`src/rtl/i2s_pkg.sv`:
```
// Shared I2S constants for the transmitter and receiver: frame geometry,
// idle bit index and word-select encoding.
package i2s_pkg;
    localparam int SLOT_W     = 32;
    localparam int FRAME_BITS = 2 * SLOT_W;
    localparam int BIT_IDX_W  = 6;

    // Idle bit index: two falls from idle reach the first load (62 -> 63 -> 0)
    localparam logic [BIT_IDX_W-1:0] B_IDLE = BIT_IDX_W'(FRAME_BITS - 2);

    localparam logic WS_LEFT  = 1'b0;
    localparam logic WS_RIGHT = 1'b1;
endpackage

```
`src/rtl/i2s_sck_gen.sv`:
```
// I2S bit-clock divider: registered sck plus single-cycle rise/fall strobes
// marking the clk cycle whose edge toggles sck.
module i2s_sck_gen #(
    parameter int CLK_DIV = 2
) (
    input  logic clk,
    input  logic rst_n,
    input  logic en,
    output logic sck,
    output logic rise,
    output logic fall
);
    localparam int CW = (CLK_DIV > 1) ? $clog2(CLK_DIV) : 1;

    logic [CW-1:0] cnt_q, cnt_d;
    logic          sck_q, sck_d;
    logic          tc;

    assign tc = (cnt_q == CW'(CLK_DIV - 1));

    always_comb begin
        cnt_d = cnt_q;
        sck_d = sck_q;
        if (!en) begin
            cnt_d = '0;
            sck_d = 1'b0;
        end else if (tc) begin
            cnt_d = '0;
            sck_d = !sck_q;
        end else begin
            cnt_d = cnt_q + 1'b1;
        end
    end

    always_ff @(posedge clk or negedge rst_n) begin
        if (!rst_n) begin
            cnt_q <= '0;
            sck_q <= 1'b0;
        end else begin
            cnt_q <= cnt_d;
            sck_q <= sck_d;
        end
    end

    assign sck  = sck_q;
    assign rise = en && tc && !sck_q;
    assign fall = en && tc &&  sck_q;
endmodule

```
`src/rtl/i2s_tx.sv`:
```
// I2S master transmitter: one-entry sample-pair holding register feeding a
// 64-bit frame shifter; sd/ws update on SCK falls, all outputs registered.
module i2s_tx
    import i2s_pkg::*;
#(
    parameter int CLK_DIV = 2,
    parameter int DATA_W  = 24,
    parameter int SLOT_W  = i2s_pkg::SLOT_W
) (
    input  logic              clk,
    input  logic              rst_n,
    input  logic              en,
    input  logic              s_valid,
    output logic              s_ready,
    input  logic [DATA_W-1:0] s_left,
    input  logic [DATA_W-1:0] s_right,
    output logic              sck,
    output logic              ws,
    output logic              sd,
    output logic              frame_start,
    output logic              underrun
);
    localparam int FB = 2 * SLOT_W;
    localparam int BW = $clog2(FB);
    localparam logic [BW-1:0] B_RST = BW'(FB - 2);

    logic              rise, fall, load, accept;
    logic              hold_full_q, hold_full_d;
    logic [DATA_W-1:0] hold_l_q, hold_l_d, hold_r_q, hold_r_d;
    logic [FB-1:0]     sr_q, sr_d, frame_word;
    logic [SLOT_W-1:0] l_slot, r_slot;
    logic [BW-1:0]     b_q, b_d, b_ahead;
    logic              ws_q, ws_d, sd_q, sd_d, fs_q, fs_d, ur_q, ur_d;

    i2s_sck_gen #(.CLK_DIV(CLK_DIV)) u_sck (
        .clk  (clk),
        .rst_n(rst_n),
        .en   (en),
        .sck  (sck),
        .rise (rise),
        .fall (fall)
    );

    // Samples are MSB-aligned in their slot; the low bits are pad zeros
    assign l_slot     = SLOT_W'(hold_l_q) << (SLOT_W - DATA_W);
    assign r_slot     = SLOT_W'(hold_r_q) << (SLOT_W - DATA_W);
    assign frame_word = {l_slot, r_slot};

    assign accept  = s_valid && !hold_full_q;
    assign load    = fall && (b_q == {BW{1'b1}});
    assign b_ahead = b_q + BW'(2);

    always_comb begin
        hold_full_d = hold_full_q;
        hold_l_d    = hold_l_q;
        hold_r_d    = hold_r_q;
        sr_d        = sr_q;
        b_d         = b_q;
        ws_d        = ws_q;
        sd_d        = sd_q;
        fs_d        = 1'b0;
        ur_d        = 1'b0;

        if (accept) begin
            hold_full_d = 1'b1;
            hold_l_d    = s_left;
            hold_r_d    = s_right;
        end

        if (!en) begin
            sr_d = '0;
            b_d  = B_RST;
            ws_d = WS_RIGHT;
            sd_d = 1'b0;
        end else if (fall) begin
            b_d  = b_q + 1'b1;
            // ws carries the channel of the bit after the one now going out
            ws_d = b_ahead[BW-1] ? WS_RIGHT : WS_LEFT;
            if (load) begin
                fs_d = 1'b1;
                ur_d = !hold_full_q;
                if (hold_full_q) begin
                    hold_full_d = 1'b0;
                    sd_d        = frame_word[FB-1];
                    sr_d        = frame_word << 1;
                end else begin
                    sd_d = 1'b0;
                    sr_d = '0;
                end
            end else begin
                sd_d = sr_q[FB-1];
                sr_d = sr_q << 1;
            end
        end
    end

    always_ff @(posedge clk or negedge rst_n) begin
        if (!rst_n) begin
            hold_full_q <= 1'b0;
            hold_l_q    <= '0;
            hold_r_q    <= '0;
            sr_q        <= '0;
            b_q         <= B_RST;
            ws_q        <= WS_RIGHT;
            sd_q        <= 1'b0;
            fs_q        <= 1'b0;
            ur_q        <= 1'b0;
        end else begin
            hold_full_q <= hold_full_d;
            hold_l_q    <= hold_l_d;
            hold_r_q    <= hold_r_d;
            sr_q        <= sr_d;
            b_q         <= b_d;
            ws_q        <= ws_d;
            sd_q        <= sd_d;
            fs_q        <= fs_d;
            ur_q        <= ur_d;
        end
    end

    assign s_ready     = !hold_full_q;
    assign ws          = ws_q;
    assign sd          = sd_q;
    assign frame_start = fs_q;
    assign underrun    = ur_q;

    logic unused_rise;
    assign unused_rise = rise;
endmodule

```
`config.mk`:
```
export PLATFORM = sky130hd
export DESIGN_NAME = i2s_tx
export DESIGN_NICKNAME = d
export VERILOG_FILES = /design/src/rtl/i2s_pkg.sv /design/src/rtl/i2s_sck_gen.sv /design/src/rtl/i2s_tx.sv
export SDC_FILE = /design/constraint.sdc
export NUM_CORES = 1
export LEC_CHECK = 0
export ABC_CLOCK_PERIOD_IN_PS = 2000
export CORE_AREA = 8 8 118 120
export CTS_CLUSTER_SIZE = 14
export DETAILED_ROUTE_END_ITERATION = 10
export DIE_AREA = 0 0 126 128
export PLACE_DENSITY = 0.63
export SETUP_SLACK_MARGIN = 0.5
export SYNTH_ARGS = -nofsm -noshare
export SYNTH_HDL_FRONTEND = slang
export SYNTH_HIERARCHICAL = 1
export SYNTH_SLANG_ARGS = --single-unit
```
`constraint.sdc`:
```
create_clock -name clk -period 2 [get_ports clk]
set_input_delay 0.5 -clock clk [delete_from_list [all_inputs] [get_ports clk]]
set_output_delay 0.5 -clock clk [all_outputs]
set_load 0.05 [all_outputs]
```
==> results by group <==
Worst setup path
  • Type of the worst setup path: register to register
  • RR Startpoint: b_q[1]
  • Signal arrival time at the worst endpoint: 1.95 ns
  • Worst Reg2Reg Path Length in Cells: 5
  • Crit Reg-Reg Endpoint: sr_q[22]
  • Crit. End Element: register
  • Critical path data required time: 2.32 ns
  • Launching element type of the critical path: register
  • Worst setup slack for register-to-register paths: 0.37 ns
  • Top fanout value on the critical path: 8

Clock tree
  • CTS H-tree lvls: 4
  • Register clock-pin slew on the reported worst setup and hold paths: 0.05 ns
  • Total clock sinks: 116
  • Root Buffer Master: sky130_fd_sc_hd__clkbuf_16
  • Worst skew pair latency: 0.41 ns
  • Clock tree from TritonCTS: built
  • Clk buf depth: 2
  • Hold bufs inserted after CTS: 0
  • Number of clock buffers inserted by TritonCTS: 17

Pwr
  • Worst voltage drop across the vdd grid: 0.0005760 V
  • Power density cells: 770.1 nW/um^2
  • Internal power of the cells: 4577 uW
  • Logic gate share of total power: 7.7%
  • Static Leak: 0.003198 uW
  • Net Sw Power: 1273 uW
  • Switching power as a share of total power: 21.76%
  • Part of the total power dissipated in sequential elements: 43.6%
  • Part of the power in the clock network: 48.7%

Place
  • Weighted congestion reported at the end of routability-driven placement: 0.7341
  • Total of buffers placed on input and output ports: 57
  • Number of cells in the design after placement: 646
  • Placed cell areas: 6230 sq um
  • HPWL Detailed: 7.212 mm

Detailed routing
  • Count of unresolved DRC violations after routing: 0
  • Via Count: 4119
  • Final ANT Viol Nets: 0
  • Routed length per placed instance: 19.85 um
  • Iteration-0 DRC count of the detailed router: 292
  • Final wirelength: 14.25 mm
  • First-pass iteration count of the detailed router: 5
  • Vias per Instance: 5.737

Synthesis
  • Net count after synthesis: 519
  • Synth Cell Area: 5393 sq um
  • Mean instance size in the synthesized netlist: 11.57 sq um
  • Cells after synthesis: 466
  • Syn. warnings: 6

GRT
  • Overall track demand over capacity in global routing: 17.43%
  • Total grt overflow: 0
  • Largest net degree at the start of global routing: 48
  • Initial antenna violation count: 0
  • First-pass GRT wire length: 22.32 mm
  • Number of global-route vias before repair: 4293

Floorplanning
  • Die H: 128 um
  • Die area: 16130 sq um
  • Std cell rows: 41
  • Area of the core region: 12210 sq um
  • # IOs: 58
  • Floorplan die width: 126 um
  • Starting density of the core: 44.17%

Layout
  • Layout net count: 608
  • Fraction of layout instances using a drive strength above 1: 34.86%
  • Final cell count without fillers: 718
  • Number of antenna diodes: 0
  • Final Cell Area: 7596 sq um
  • Synthesis-to-layout area growth: 40.86%
  • Final Core Density: 62.22%

STA
  • Max_slew headroom: 65.92%
  • Final-report max-slew violation count: 0
  • Setup repair after global routing missed its margin: true
  • Setup violators final: 0
  • Sum of negative setup slack: 0 ns
  • Worst clock skew on the final layout: 0.008653 ns
  • Hold violation count in the final report: 0
  • Slew at the pin closest to its max-slew limit: 0.5111 ns
  • Final critical delay including setup and external delays: 1.629 ns
  • Share of the cycle needed by the critical path after routing: 81.47%
  • Top achievable clock speed: 0.6137 GHz

Hold path
  • Type of the most critical hold path: input pin to async pin

Outcome
  • Status: complete, no violations

Flow run
  • Number of max-cap violations: 0
[what timing repair did]
item,CTS,global route
gates cloned,9,9
pin swaps,42,14
setup buffers,12,10
resized for setup,38,24
endpoints found under the setup margin,94,95
[registers in the layout, indices dropped and copies added (netlist names)]
signal and cells:
hold_full_q 1, hold_l_q 24, sd 1, ws 1, u_sck/cnt_q 1, b_q 6, frame_start 1, hold_r_q 24
sr_q 55, underrun 1, u_sck/sck 1
[cell usage in the layout (no fill, tap or decap), types with 2 or more instances in the layout]
cell	n
sky130_fd_sc_hd__buf_16	9
sky130_fd_sc_hd__a21boi_1	2
sky130_fd_sc_hd__dfrtp_1	108
sky130_fd_sc_hd__o211ai_2	30
sky130_fd_sc_hd__dfstp_2	6
sky130_fd_sc_hd__nand4_1	2
sky130_fd_sc_hd__clkbuf_8	4
sky130_fd_sc_hd__dlygate4sd2_1	2
sky130_fd_sc_hd__and3_1	2
sky130_fd_sc_hd__clkdlybuf4s50_1	48
sky130_fd_sc_hd__buf_6	9
sky130_fd_sc_hd__buf_8	4
sky130_fd_sc_hd__nand3_1	47
sky130_fd_sc_hd__dfrtp_2	2
sky130_fd_sc_hd__mux2_4	10
sky130_fd_sc_hd__clkbuf_1	6
sky130_fd_sc_hd__clkbuf_16	24
sky130_fd_sc_hd__a21boi_0	6
sky130_fd_sc_hd__o211ai_1	72
sky130_fd_sc_hd__nand2_1	51
sky130_fd_sc_hd__nand2b_1	8
sky130_fd_sc_hd__clkinv_2	4
sky130_fd_sc_hd__xor2_1	5
sky130_fd_sc_hd__mux2_2	38
sky130_fd_sc_hd__buf_4	24
sky130_fd_sc_hd__nor2b_4	2
sky130_fd_sc_hd__buf_12	16
sky130_fd_sc_hd__o21ai_0	2
sky130_fd_sc_hd__and2_1	3
[worst max-delay path, cell delays in order (launching register included)]
cell and delay (ns):
sky130_fd_sc_hd__dfstp_2 0.56, sky130_fd_sc_hd__ha_4 0.15, sky130_fd_sc_hd__nand4_4 0.10, sky130_fd_sc_hd__or2_4 0.37, sky130_fd_sc_hd__buf_12 0.18, sky130_fd_sc_hd__o211ai_1 0.17
[layout make-up]
type                            count  area (sq um)
Fill cell                         953          4613
Clock inverter                      5         50.05
Inverter                            1         3.754
Multi-Input combinational cell    300          2356
Sequential cell                   116          2913
Tap cell                          150         187.7
Clock buffer                       27         503.0
Timing Repair Buffer              119          1583
[worst max path at each step]
stage          slack, ns      start  depth (start not counted)       end
2_1_floorplan       0.31  u_sck/sck                          7  sr_q[54]
3_3_place_gp       -0.12         en                          7  sr_q[51]
3_5_place_dp       -0.19         en                          7  sr_q[50]
4_1_cts             0.36         ws                          1        ws
5_1_grt             0.31     b_q[1]                          5  sr_q[22]
6_report            0.37     b_q[1]                          5  sr_q[22]
[power groups by stage]
stage | sequential, uW | clock, uW | combinational, uW
6_report | 2550 | 2850 | 449
2_1_floorplan | 2570 | 0 | 160
5_1_grt | 2560 | 3020 | 485
3_5_place_dp | 2590 | 0 | 375
4_1_cts | 2550 | 2890 | 397
3_3_place_gp | 2580 | 0 | 365
[metal layers]
metal  global-route usage [%]  routed length (um)
met1                    22.18                6339
met2                    28.01                7097
met3                    5.324                 588
met4                    5.166                 226
met5                        0                   0
[stage by stage]
stage               power [uW]  setup slack (ns)  hold slack [ns]
floorplan                 2727            0.3141           0.2044
global placement          2950           -0.1247           0.4654
detailed placement        2961           -0.1938           0.4748
CTS                       5838            0.3614          0.06422
global route              6070            0.3137          0.07274
finish                    5850            0.3706          0.05852
(Power assumes the default switching activity.)
